### config.mk
export PLATFORM = sky130hd
export DESIGN_NAME = fir_stream_driver
export DESIGN_NICKNAME = d
export VERILOG_FILES = /design/src/rtl/fir_stream_driver.sv
export SDC_FILE = /design/constraint.sdc
export NUM_CORES = 1
export LEC_CHECK = 0
export CORE_AREA = 10 10 88 90
export CTS_BUF_LIST = sky130_fd_sc_hd__clkbuf_2 sky130_fd_sc_hd__clkbuf_4 sky130_fd_sc_hd__clkbuf_8
export CTS_CLUSTER_DIAMETER = 60
export DETAILED_ROUTE_END_ITERATION = 6
export DIE_AREA = 0 0 98 100
export HOLD_SLACK_MARGIN = 0.05
export PLACE_DENSITY_LB_ADDON = 0.3
export RECOVER_POWER = 100
export SLEW_MARGIN = 20
export SYNTH_ARGS = -nofsm -noshare
export SYNTH_HDL_FRONTEND = slang
export SYNTH_SLANG_ARGS = --single-unit
### constraint.sdc
create_clock -name clk -period 2.8 [get_ports clk]
set_input_delay 0.56 -clock clk [delete_from_list [all_inputs] [get_ports clk]]
set_output_delay 0.56 -clock clk [all_outputs]
set_load 0.02 [all_outputs]
### src/rtl/fir_stream_driver.sv
// fir_stream_driver: buffers two's-complement samples, sequences FIR reset/coefficient
// load/sample streaming over the FIR's 8-bit pin bus, and returns each FIR result.
module fir_stream_driver #(
  parameter int BW_in        = 6,
  parameter int FIFO_DEPTH   = 4,
  parameter int RESET_CYCLES = 2
) (
  input  logic             clk,
  input  logic             reset_n,
  input  logic             start,
  input  logic             stop,
  input  logic [BW_in-1:0] coef_in,
  input  logic [BW_in-1:0] s_data,
  input  logic             s_valid,
  output logic             s_ready,
  output logic [7:0]       fir_io,
  input  logic [7:0]       fir_out,
  output logic [7:0]       m_data,
  output logic             m_valid,
  output logic             busy,
  output logic             sat_seen
);

  localparam int AW  = (FIFO_DEPTH > 1) ? $clog2(FIFO_DEPTH) : 1;
  localparam int CW  = AW + 1;
  localparam int RCW = (RESET_CYCLES > 1) ? $clog2(RESET_CYCLES) : 1;

  typedef enum logic [1:0] {S_IDLE, S_RST, S_COEF, S_STREAM} state_t;
  typedef enum logic [1:0] {PH_LO, PH_HI, PH_CAP} phase_t;

  state_t         state, state_nx;
  phase_t         ph, ph_nx;
  logic [RCW-1:0] rcnt, rcnt_nx;
  logic           stop_pend;
  logic [BW_in-1:0] coef_q, coef_nx;

  logic [BW_in-1:0] mem [FIFO_DEPTH];
  logic [AW-1:0]    wr_ptr, rd_ptr;
  logic [CW-1:0]    count;
  logic             fifo_empty, push, pop, accept_start, drain_exit;

  logic [7:0]     fir_io_nx, m_data_nx;
  logic           m_valid_nx, sat_nx;
  logic [BW_in:0] coef_enc, head_enc;

  // Returns {saturated, sign, magnitude}; the most negative input clamps to the largest magnitude.
  function automatic logic [BW_in:0] enc(input logic [BW_in-1:0] v);
    logic [BW_in-1:0] neg;
    neg = '0 - v;
    if (v == {1'b1, {(BW_in-1){1'b0}}})
      enc = {2'b11, {(BW_in-1){1'b1}}};
    else if (v[BW_in-1])
      enc = {2'b01, neg[BW_in-2:0]};
    else
      enc = {2'b00, v[BW_in-2:0]};
  endfunction

  function automatic logic [7:0] pins(input logic [BW_in:0] e);
    pins = {6'(e[BW_in-1:0]), 2'b00};
  endfunction

  assign fifo_empty   = (count == '0);
  assign s_ready      = (state != S_IDLE) && (count < CW'(FIFO_DEPTH));
  assign push         = s_valid && s_ready;
  assign accept_start = (state == S_IDLE) && start;
  assign head_enc     = enc(mem[rd_ptr]);
  assign coef_enc     = enc(coef_q);
  assign drain_exit   = (state == S_STREAM) && (ph == PH_LO) && fifo_empty && stop_pend;

  // State register; a stop is remembered until the stream drains, and dropped in IDLE.
  always_ff @(posedge clk or negedge reset_n) begin
    if (!reset_n) begin
      state     <= S_IDLE;
      ph        <= PH_LO;
      rcnt      <= '0;
      stop_pend <= 1'b0;
    end else begin
      state <= state_nx;
      ph    <= ph_nx;
      rcnt  <= rcnt_nx;
      if (state == S_IDLE || drain_exit)
        stop_pend <= 1'b0;
      else if (stop)
        stop_pend <= 1'b1;
    end
  end

  always_comb begin
    state_nx = state;
    ph_nx    = ph;
    rcnt_nx  = rcnt;
    pop      = 1'b0;
    unique case (state)
      S_IDLE: begin
        if (start) begin
          state_nx = S_RST;
          ph_nx    = PH_HI;
          rcnt_nx  = '0;
        end
      end
      S_RST: begin
        if (ph == PH_LO) begin
          ph_nx = PH_HI;
        end else begin
          ph_nx = PH_LO;
          if (rcnt == RCW'(RESET_CYCLES - 1))
            state_nx = S_COEF;
          else
            rcnt_nx = rcnt + RCW'(1);
        end
      end
      S_COEF: begin
        if (ph == PH_LO) begin
          ph_nx = PH_HI;
        end else begin
          state_nx = S_STREAM;
          ph_nx    = PH_LO;
        end
      end
      S_STREAM: begin
        case (ph)
          PH_LO: begin
            if (!fifo_empty) begin
              pop   = 1'b1;
              ph_nx = PH_HI;
            end else if (stop_pend) begin
              state_nx = S_IDLE;
            end
          end
          PH_HI:   ph_nx = PH_CAP;
          default: ph_nx = PH_LO;
        endcase
      end
      default: state_nx = S_IDLE;
    endcase
  end

  // Next values of the registered outputs; the start edge already shows the first reset-low cycle.
  always_comb begin
    fir_io_nx  = fir_io;
    m_data_nx  = m_data;
    m_valid_nx = 1'b0;
    sat_nx     = sat_seen;
    coef_nx    = coef_q;
    unique case (state)
      S_IDLE: begin
        if (start) begin
          coef_nx   = coef_in;
          sat_nx    = 1'b0;
          fir_io_nx = 8'h02;
        end
      end
      S_RST: begin
        fir_io_nx = (ph == PH_LO) ? 8'h02 : 8'h03;
      end
      S_COEF: begin
        if (ph == PH_LO) begin
          fir_io_nx = pins(coef_enc);
          sat_nx    = sat_seen | coef_enc[BW_in];
        end else begin
          fir_io_nx[0] = 1'b1;
        end
      end
      S_STREAM: begin
        case (ph)
          PH_LO: begin
            if (!fifo_empty) begin
              fir_io_nx = pins(head_enc);
              sat_nx    = sat_seen | head_enc[BW_in];
            end else begin
              fir_io_nx[0] = 1'b0;
            end
          end
          PH_HI: fir_io_nx[0] = 1'b1;
          default: begin
            m_data_nx    = fir_out;
            m_valid_nx   = 1'b1;
            fir_io_nx[0] = 1'b0;
          end
        endcase
      end
      default: fir_io_nx = 8'h02;
    endcase
  end

  always_ff @(posedge clk or negedge reset_n) begin
    if (!reset_n) begin
      fir_io   <= 8'h02;
      m_data   <= '0;
      m_valid  <= 1'b0;
      busy     <= 1'b0;
      sat_seen <= 1'b0;
      coef_q   <= '0;
    end else begin
      fir_io   <= fir_io_nx;
      m_data   <= m_data_nx;
      m_valid  <= m_valid_nx;
      busy     <= (state_nx != S_IDLE);
      sat_seen <= sat_nx;
      coef_q   <= coef_nx;
    end
  end

  // A push on the session-ending edge would otherwise linger into the next session.
  always_ff @(posedge clk or negedge reset_n) begin
    if (!reset_n) begin
      wr_ptr <= '0;
      rd_ptr <= '0;
      count  <= '0;
    end else if (accept_start) begin
      wr_ptr <= '0;
      rd_ptr <= '0;
      count  <= '0;
    end else begin
      if (push) wr_ptr <= wr_ptr + AW'(1);
      if (pop)  rd_ptr <= rd_ptr + AW'(1);
      case ({push, pop})
        2'b10:   count <= count + CW'(1);
        2'b01:   count <= count - CW'(1);
        default: ;
      endcase
    end
  end

  always_ff @(posedge clk) begin
    if (push) mem[wr_ptr] <= s_data;
  end

endmodule

==> results.cfg, run 1 <==
[pwr]
power.static_leakage_uw = 0.00149
power_density_nw_per_um2 = 986
peakVddDrop_v = 0.000574
report.power.total_uw = 3580

[finish]
area.growth.synth_to_final_pct = 25.3
drive_above_1_share = 0.129
number_of_antenna_cells_inserted = 0
final_nets = 325
filler_cell_count = 506

[place]
place_hpwl_um = 4560
port-buffer-count = 44
weighted_congestion_reported_at_the_end_of_routability_driven_placement = 0.797

[floorplan]
ios = 45
placementRows = 29
die_area_um2 = 9800
die_height_um = 100
fp.coreArea_um2 = 6130
chipWidth_um = 98
floorplan.initialDensity = 0.473

[sta]
slew-limit-headroom = -0.343
finalSetupViolations = 0
timing.final.crit_share = 0.925
pins_over_their_slew_limit = 39
grt_setup_unrepaired = false
totalNegativeSetupSlack_ps = 0
finalHoldViolCount = 0
max_clk_rate_mhz = 386
finClkSkew_ps = 9.03
worst_pin_slew_ps = 2010
final_period_minus_worst_setup_slack_ps = 2590

[critical_path]
r2r-end = fir_io[5]
worstRegToRegCells = 7
cp_data_arrival_time_ps = 2030
class_of_the_most_critical_setup_path = reg -> out
critical_path.endpoint_type = output port
regToRegSetupSlack_ps = 390
timing.critical_path.required_ps = 2240
critical_path.startpoint_type = flip-flop
r2r-start = state[0]
timing.critical_path.fanout_max = 6

[grt]
grt_most_used_layer = met2
number_of_global_route_vias_before_repair = 2124
maximum_number_of_pins_on_one_net_before_global_route_repair = 39
global_route_wire_length_before_repair_um = 10300
grt.met3_usage = 0.0426
grt.overflow.total = 0
grt_antenna_before_repair = 0
grt_util_met2 = 0.220
global_route.usage.met1 = 0.140
grt_util_all_layers = 0.129

[synthesis]
synth.top_cell.area_share = 0.319
synth_top_cell_by_area = sky130_fd_sc_hd__dfrtp_1
synthesis.area_um2 = 2900
synth-async-reset-ratio = 0.613
sequential_to_total_area_share_from_yosys_stat = 0.576
syn_nets = 272
synth_cell_types = 47
synth.top_cells.by_count = 37 x sky130_fd_sc_hd__dfrtp_1, 24 x sky130_fd_sc_hd__edfxtp_1, 21 x sky130_fd_sc_hd__nor2_1
synthFlopType = sky130_fd_sc_hd__dfrtp_1
yosys_warnings = 0
synth-edff-count = 24
gate_count_after_technology_mapping = 236
yosys.cell_count.top_type = sky130_fd_sc_hd__dfrtp_1
postSynthRegisterBits = 62
synth.top_cells.by_area = sky130_fd_sc_hd__dfrtp_1 32%, sky130_fd_sc_hd__edfxtp_1 25%, sky130_fd_sc_hd__mux2_2 4.7%
synth.avg_cell_area_um2 = 12.3

[worst_hold_path]
whs_endpoint = fir_io[1]
hold_crit_start = fir_io[1]
timing.hold.worst.class = reg -> reg
worst_hold_path.num_cells = 2

[clock_network]
cts_htree_levels = 3
post-cts-setup-buffer-count = 0
cts_buffer_count = 9
clk_pin_slew_ps = 70
root_buffer = sky130_fd_sc_hd__clkbuf_8
clock_insertion_delay_worst_skew_ps = 340
clock_tree.buffer_depth = 2
tritoncts = built
cts_hold_repair.buffers = 0
ctsResizeCount = 0
number_of_clock_sinks_seen_by_cts = 62

[route]
dr_total_vias = 2007
drtAntennaViolNets = 0
residual_drc = 0
postRouteWirelength_um = 6110
drt-vias-per-instance = 5.41
firstDrtPassIters = 4
drt_first_iter_violations = 87
detail_route.wl_per_cell_um = 16.5

[flow_run]
drv_cap = 1

[run_status]
failed_checks = capacitance limit, slew limit
outcome = finished, violations left
routing by layer:
metal  routed length (um)  share of wire  vias to the layer above
met5                    0              0                        -
met4                  128          0.021                        0
met3                  343          0.056                       11
met2                 3100           0.51                       43
met1                 2540           0.42                      981
li1                     -              -                      972
layout make-up:
type                       instances  area [um2]  area share
timing repair buffer              52         475       0.131
multi-input combinational        149        1120       0.308
inverter                          15        56.3      0.0155
sequential                        62        1670       0.460
clock inverter                     6        86.3      0.0237
clock buffer                      10         131      0.0361
tap                               77        96.3      0.0265
worst max-delay path by stage:
stage,from,end,slack [ps]
4_1_cts,state[0],s_ready,240
5_1_grt,state[0],s_ready,90
3_3_place_gp,s_valid,count[2],420
2_1_floorplan,state[0],count[2],160
3_5_place_dp,s_valid,count[2],330
6_report,state[0],s_ready,210
state kept, by name, summed over array words and instances, names as in the netlist:
name,flops
mem,24
fir_io,8
m_data,8
coef_q,6
count,3
ph,2
rd_ptr,2
state,2
wr_ptr,2
busy,1
m_valid,1
rcnt,1
sat_seen,1
stop_pend,1
logic make-up (layout without fill, tap and decap cells):
logic type	after synthesis	in the layout	synth area share
mux	20	20	0.101
xor+xnor	6	6	0.0181
buf+inv	25	83	0.0349
compound gates	48	48	0.110
fa+ha+maj	11	11	0.0500
flops	62	62	0.576
simple gates	64	64	0.109
layout by cell type (no fill, tap or decap), drive strengths merged, types with 2 or more instances in the layout:
cell type,n
ha,10
mux2i,2
nor3b,2
dfrtp,37
and2,2
a32o,3
o211ai,4
nand2,16
nor3,2
edfxtp,24
dlygate4sd3,26
clkinv,3
a21oi,9
buf,3
and3,5
nand3,6
bufinv,2
or3,3
nand2b,2
o31ai,2
mux4,6
clkdlybuf4s50,17
nor2,21
o21ai,16
inv,15
mux2,12
a22oi,2
a31oi,2
xnor2,5
clkbuf,16
a311oi,2
critical path, stage by stage, from the launching register on:
cell and delay (ps):
sky130_fd_sc_hd__dfrtp_1 410, sky130_fd_sc_hd__inv_1 80, sky130_fd_sc_hd__ha_1 230, sky130_fd_sc_hd__nor2_1 230
sky130_fd_sc_hd__dlygate4sd3_1 740
power by group:
part           internal, uW  switching (uW)
registers              1200             184
clock network           509             350
logic                   578             767
through the flow:
step                cell area, um2   util  setup WS [ps]  std cells  hold WS (ps)
finish                        3640  0.593            209        371           480
global route                  3640  0.593           85.8        371           522
CTS                           3670  0.598            237        371           341
detailed placement            3450  0.563            327        355           472
global placement              3450  0.563            422        355           464
floorplan                     2900      -            165        236           264
(Power assumes the default switching activity.)
==> inputs of run 2 (changes only) <==
- clock period: 2.8 -> 2.85 ns (I/O delays scaled with it)
==> results.cfg, run 2 (synthesis gave the netlist of run 1 again) <==
[floorplan]
ios = 45
chipWidth_um = 98
placementRows = 29
floorplan.initialDensity = 0.473
die_height_um = 100
die_area_um2 = 9800
fp.coreArea_um2 = 6130

[place]
place_area_um2 = 3440
place_hpwl_um = 4390
port-buffer-count = 44
weighted_congestion_reported_at_the_end_of_routability_driven_placement = 0.807

[clock_network]
cts_hold_repair.buffers = 0
ctsResizeCount = 0
clock_insertion_delay_worst_skew_ps = 330
cts_buffer_count = 9
post-cts-setup-buffer-count = 0
root_buffer = sky130_fd_sc_hd__clkbuf_8
cts_htree_levels = 3
tritoncts = built
number_of_clock_sinks_seen_by_cts = 62
clock_tree.buffer_depth = 2
clk_pin_slew_ps = 70

[critical_path]
cp_data_arrival_time_ps = 2040
r2r-end = sat_seen
critical_path.startpoint_type = flip-flop
timing.critical_path.fanout_max = 6
regToRegSetupSlack_ps = 350
class_of_the_most_critical_setup_path = reg -> out
timing.critical_path.required_ps = 2280
critical_path.endpoint_type = output port
worstRegToRegCells = 8
r2r-start = rd_ptr[0]

[worst_hold_path]
whs_endpoint = fir_io[1]
hold_crit_start = fir_io[1]
timing.hold.worst.class = reg -> reg
worst_hold_path.num_cells = 2

[grt]
grt_antenna_before_repair = 0
number_of_global_route_vias_before_repair = 2105
maximum_number_of_pins_on_one_net_before_global_route_repair = 39
grt.overflow.total = 0
global_route_wire_length_before_repair_um = 10200
grt_util_all_layers = 0.127

[sta]
worst_pin_slew_ps = 1990
totalNegativeSetupSlack_ps = 0
finClkSkew_ps = 7.89
finalSetupViolations = 0
max_clk_rate_mhz = 383
finalHoldViolCount = 0
timing.final.crit_share = 0.917
slew-limit-headroom = -0.325
pins_over_their_slew_limit = 39
final_period_minus_worst_setup_slack_ps = 2610
grt_setup_unrepaired = false

[pwr]
peakVddDrop_v = 0.000694
report.power.total_uw = 3440
power_density_nw_per_um2 = 950
power.static_leakage_uw = 0.00147

[route]
drtAntennaViolNets = 0
dr_total_vias = 2035
detail_route.wl_per_cell_um = 16.1
residual_drc = 0
drt-vias-per-instance = 5.50
drt_first_iter_violations = 94
firstDrtPassIters = 4
postRouteWirelength_um = 5970

[finish]
number_of_antenna_cells_inserted = 0
most_frequent_standard_cell_in_the_layout_excluding_fill_and_tap_cells = sky130_fd_sc_hd__dfrtp_1
largest_reg_flops = 24
area.growth.synth_to_final_pct = 24.5
layout.cells.most_common_list = 37 x sky130_fd_sc_hd__dfrtp_1, 26 x sky130_fd_sc_hd__dlygate4sd3_1, 24 x sky130_fd_sc_hd__edfxtp_1
largestRegisters = mem (24), fir_io (8), m_data (8)
final_nets = 324
filler_cell_count = 505
top_reg_by_flops = mem
drive_above_1_share = 0.126
area_of_all_placed_cells_without_fillers_um2 = 3610

[flow_run]
drv_cap = 1

[run_status]
outcome = finished, violations left
failed_checks = capacitance limit, slew limit
run 2: how the worst max path moves through the flow:
stage               from       end  depth (start not counted)
6_report        state[0]   s_ready                          4
4_1_cts         state[0]   s_ready                          4
5_1_grt         state[0]   s_ready                          4
2_1_floorplan   state[0]  count[2]                         10
3_5_place_dp     s_valid  count[2]                          7
3_3_place_gp   rd_ptr[0]  sat_seen                          8
run 2: cell type report:
type                    instances  area [um2]  share of cell area
repair buffers                 51         468               0.129
clock inverters                 7        73.8              0.0204
inverters                      15        56.3              0.0156
clock buffers                   9         124              0.0343
well taps                      77        96.3              0.0267
flip-flops and latches         62        1670               0.463
multi-input cells             149        1120               0.311
run 2: worst max-delay path, cell delays in order (launching register included):
cell,delay [ps]
sky130_fd_sc_hd__dfrtp_1,400
sky130_fd_sc_hd__inv_1,80
sky130_fd_sc_hd__ha_1,230
sky130_fd_sc_hd__nor2_1,270
sky130_fd_sc_hd__dlygate4sd3_1,740
run 2: routing by layer:
metal | vias up | track usage | share of wire | wire [um]
met4 | 0 | 0.0593 | 0.019 | 113
li1 | 969 | - | - | -
met2 | 50 | 0.216 | 0.51 | 3040
met3 | 10 | 0.0330 | 0.043 | 256
met5 | - | 0 | 0 | 0
met1 | 1006 | 0.146 | 0.43 | 2560
run 2: per-stage QoR:
step	cells	hold slack [ps]	setup WS [ps]	utilization
6_report	370	483	236	0.589
5_1_grt	370	506	111	0.589
4_1_cts	370	358	277	0.594
3_5_place_dp	354	479	369	0.561
3_3_place_gp	354	467	461	0.561
2_1_floorplan	236	274	215	-
run 2: report_power, final:
part	internal [uW]	switching (uW)	total, uW	leakage [uW]
logic	565	742	1310	0.000678
registers	1180	185	1360	0.000700
clock network	405	363	768	0.0000895
total	2150	1290	3440	0.00147
==> inputs of run 3 (changes only) <==
- clock period: 2.85 -> 2.79 ns (I/O delays scaled with it)
==> results.cfg, run 3 (synthesis gave the netlist of run 1 again) <==
[route]
drt-vias-per-instance = 5.47
drt_first_iter_violations = 115
drtAntennaViolNets = 0
firstDrtPassIters = 5
dr_total_vias = 2030
postRouteWirelength_um = 5940
detail_route.wl_per_cell_um = 16.0
residual_drc = 0

[sta]
timing.hold.ws_ps = 475
timing.final.crit_share = 0.926
grt_setup_unrepaired = false
final_period_minus_worst_setup_slack_ps = 2580
slew-limit-headroom = -0.325
finalSetupViolations = 0
max_clk_rate_mhz = 387
final.setup.worst_slack_ps = 207
totalNegativeSetupSlack_ps = 0
finClkSkew_ps = 10.3
finalHoldViolCount = 0
worst_pin_slew_ps = 1990
pins_over_their_slew_limit = 39

[finish]
drive_above_1_share = 0.133
number_of_antenna_cells_inserted = 0
largest_reg_flops = 24
final_nets = 325
filler_cell_count = 494
area.sequential_um2 = 1670
multi_input_gate_area_um2 = 1120
top_reg_by_flops = mem
largestRegisters = mem (24), fir_io (8), m_data (8)
area_of_all_placed_cells_without_fillers_um2 = 3640
layout.cells.most_common_list = 37 x sky130_fd_sc_hd__dfrtp_1, 26 x sky130_fd_sc_hd__dlygate4sd3_1, 24 x sky130_fd_sc_hd__edfxtp_1
area.growth.synth_to_final_pct = 25.5
most_frequent_standard_cell_in_the_layout_excluding_fill_and_tap_cells = sky130_fd_sc_hd__dfrtp_1

[place]
place_area_um2 = 3450
port-buffer-count = 44
place_hpwl_um = 4360
pre_cts_slack_ps = 332
weighted_congestion_reported_at_the_end_of_routability_driven_placement = 0.797

[critical_path]
worstRegToRegCells = 8
timing.critical_path.required_ps = 2230
cp_data_arrival_time_ps = 2020
critical_path.startpoint_type = flip-flop
critical_path.endpoint_type = output port
timing.critical_path.fanout_max = 6
regToRegSetupSlack_ps = 410
class_of_the_most_critical_setup_path = reg -> out

[floorplan]
die_area_um2 = 9800
floorplan.initialDensity = 0.473
die_height_um = 100
placementRows = 29
ios = 45
fp.coreArea_um2 = 6130
chipWidth_um = 98

[run_status]
outcome = finished, violations left
failed_checks = capacitance limit, slew limit

[pwr]
pwr-share-clk = 0.241
internal-power_uw = 2290
switching_share = 0.364
peakVddDrop_v = 0.000553
power.static_leakage_uw = 0.00149
combPwrFrac = 0.375
switchingPower_uw = 1310
power_density_nw_per_um2 = 990
power.sequential.fraction = 0.384

[grt]
grt_antenna_before_repair = 0
grt_util_all_layers = 0.126
grt.overflow.total = 0
maximum_number_of_pins_on_one_net_before_global_route_repair = 39
global_route_wire_length_before_repair_um = 9980
number_of_global_route_vias_before_repair = 2041

[clock_network]
tritoncts = built
number_of_clock_sinks_seen_by_cts = 62
ctsResizeCount = 0
clock_insertion_delay_worst_skew_ps = 340
root_buffer = sky130_fd_sc_hd__clkbuf_8
cts_buffer_count = 9
cts_htree_levels = 3
post-cts-setup-buffer-count = 0
clock_tree.buffer_depth = 2
clk_pin_slew_ps = 70
cts_hold_repair.buffers = 0

[flow_run]
drv_cap = 1

[worst_hold_path]
worst_hold_path.num_cells = 2
timing.hold.worst.class = reg -> reg
## run 3: worst paths after layout
kind	from	end
setup / recovery	state[0]	s_ready
hold / removal	fir_io[2]	fir_io[2]
setup reg to reg	rd_ptr[0]	sat_seen
hold reg to reg	fir_io[2]	fir_io[2]
max in group asynchronous	reset_n	busy
min in group asynchronous	reset_n	coef_q[4]
## run 3: per-stage QoR
stage	total power [uW]	util	cells
CTS	3710	0.598	371
global route	3860	0.594	371
detailed placement	2830	0.563	355
global placement	2790	0.563	355
floorplan	2280	-	236
finish	3600	0.594	371
## run 3: area by class of cell
cell class | instances | share of cell area
timing repair buffer | 52 | 0.131
sequential | 62 | 0.459
inverter | 15 | 0.0155
multi-input combinational | 149 | 0.308
clock buffer | 10 | 0.0361
clock inverter | 6 | 0.0237
tap | 77 | 0.0265
## run 3: critical path, cell delays in order (launching register included)
cell,delay [ps]
sky130_fd_sc_hd__dfrtp_1,400
sky130_fd_sc_hd__inv_1,80
sky130_fd_sc_hd__ha_1,220
sky130_fd_sc_hd__nor2_1,240
sky130_fd_sc_hd__dlygate4sd3_1,740
## run 3: power by group through the flow
stage,Sequential (uW),Clock (uW),Combinational [uW]
6_report,1380,867,1350
5_1_grt,1420,925,1510
3_5_place_dp,1410,0,1420
3_3_place_gp,1390,0,1400
4_1_cts,1390,880,1440
2_1_floorplan,1450,0,828
## run 3: metal layers
metal,routed length [um],up-vias,track usage
met5,0,-,0
li1,-,967,-
met2,2870,50,0.195
met3,363,13,0.0446
met4,168,0,0.0794
met1,2540,1000,0.147
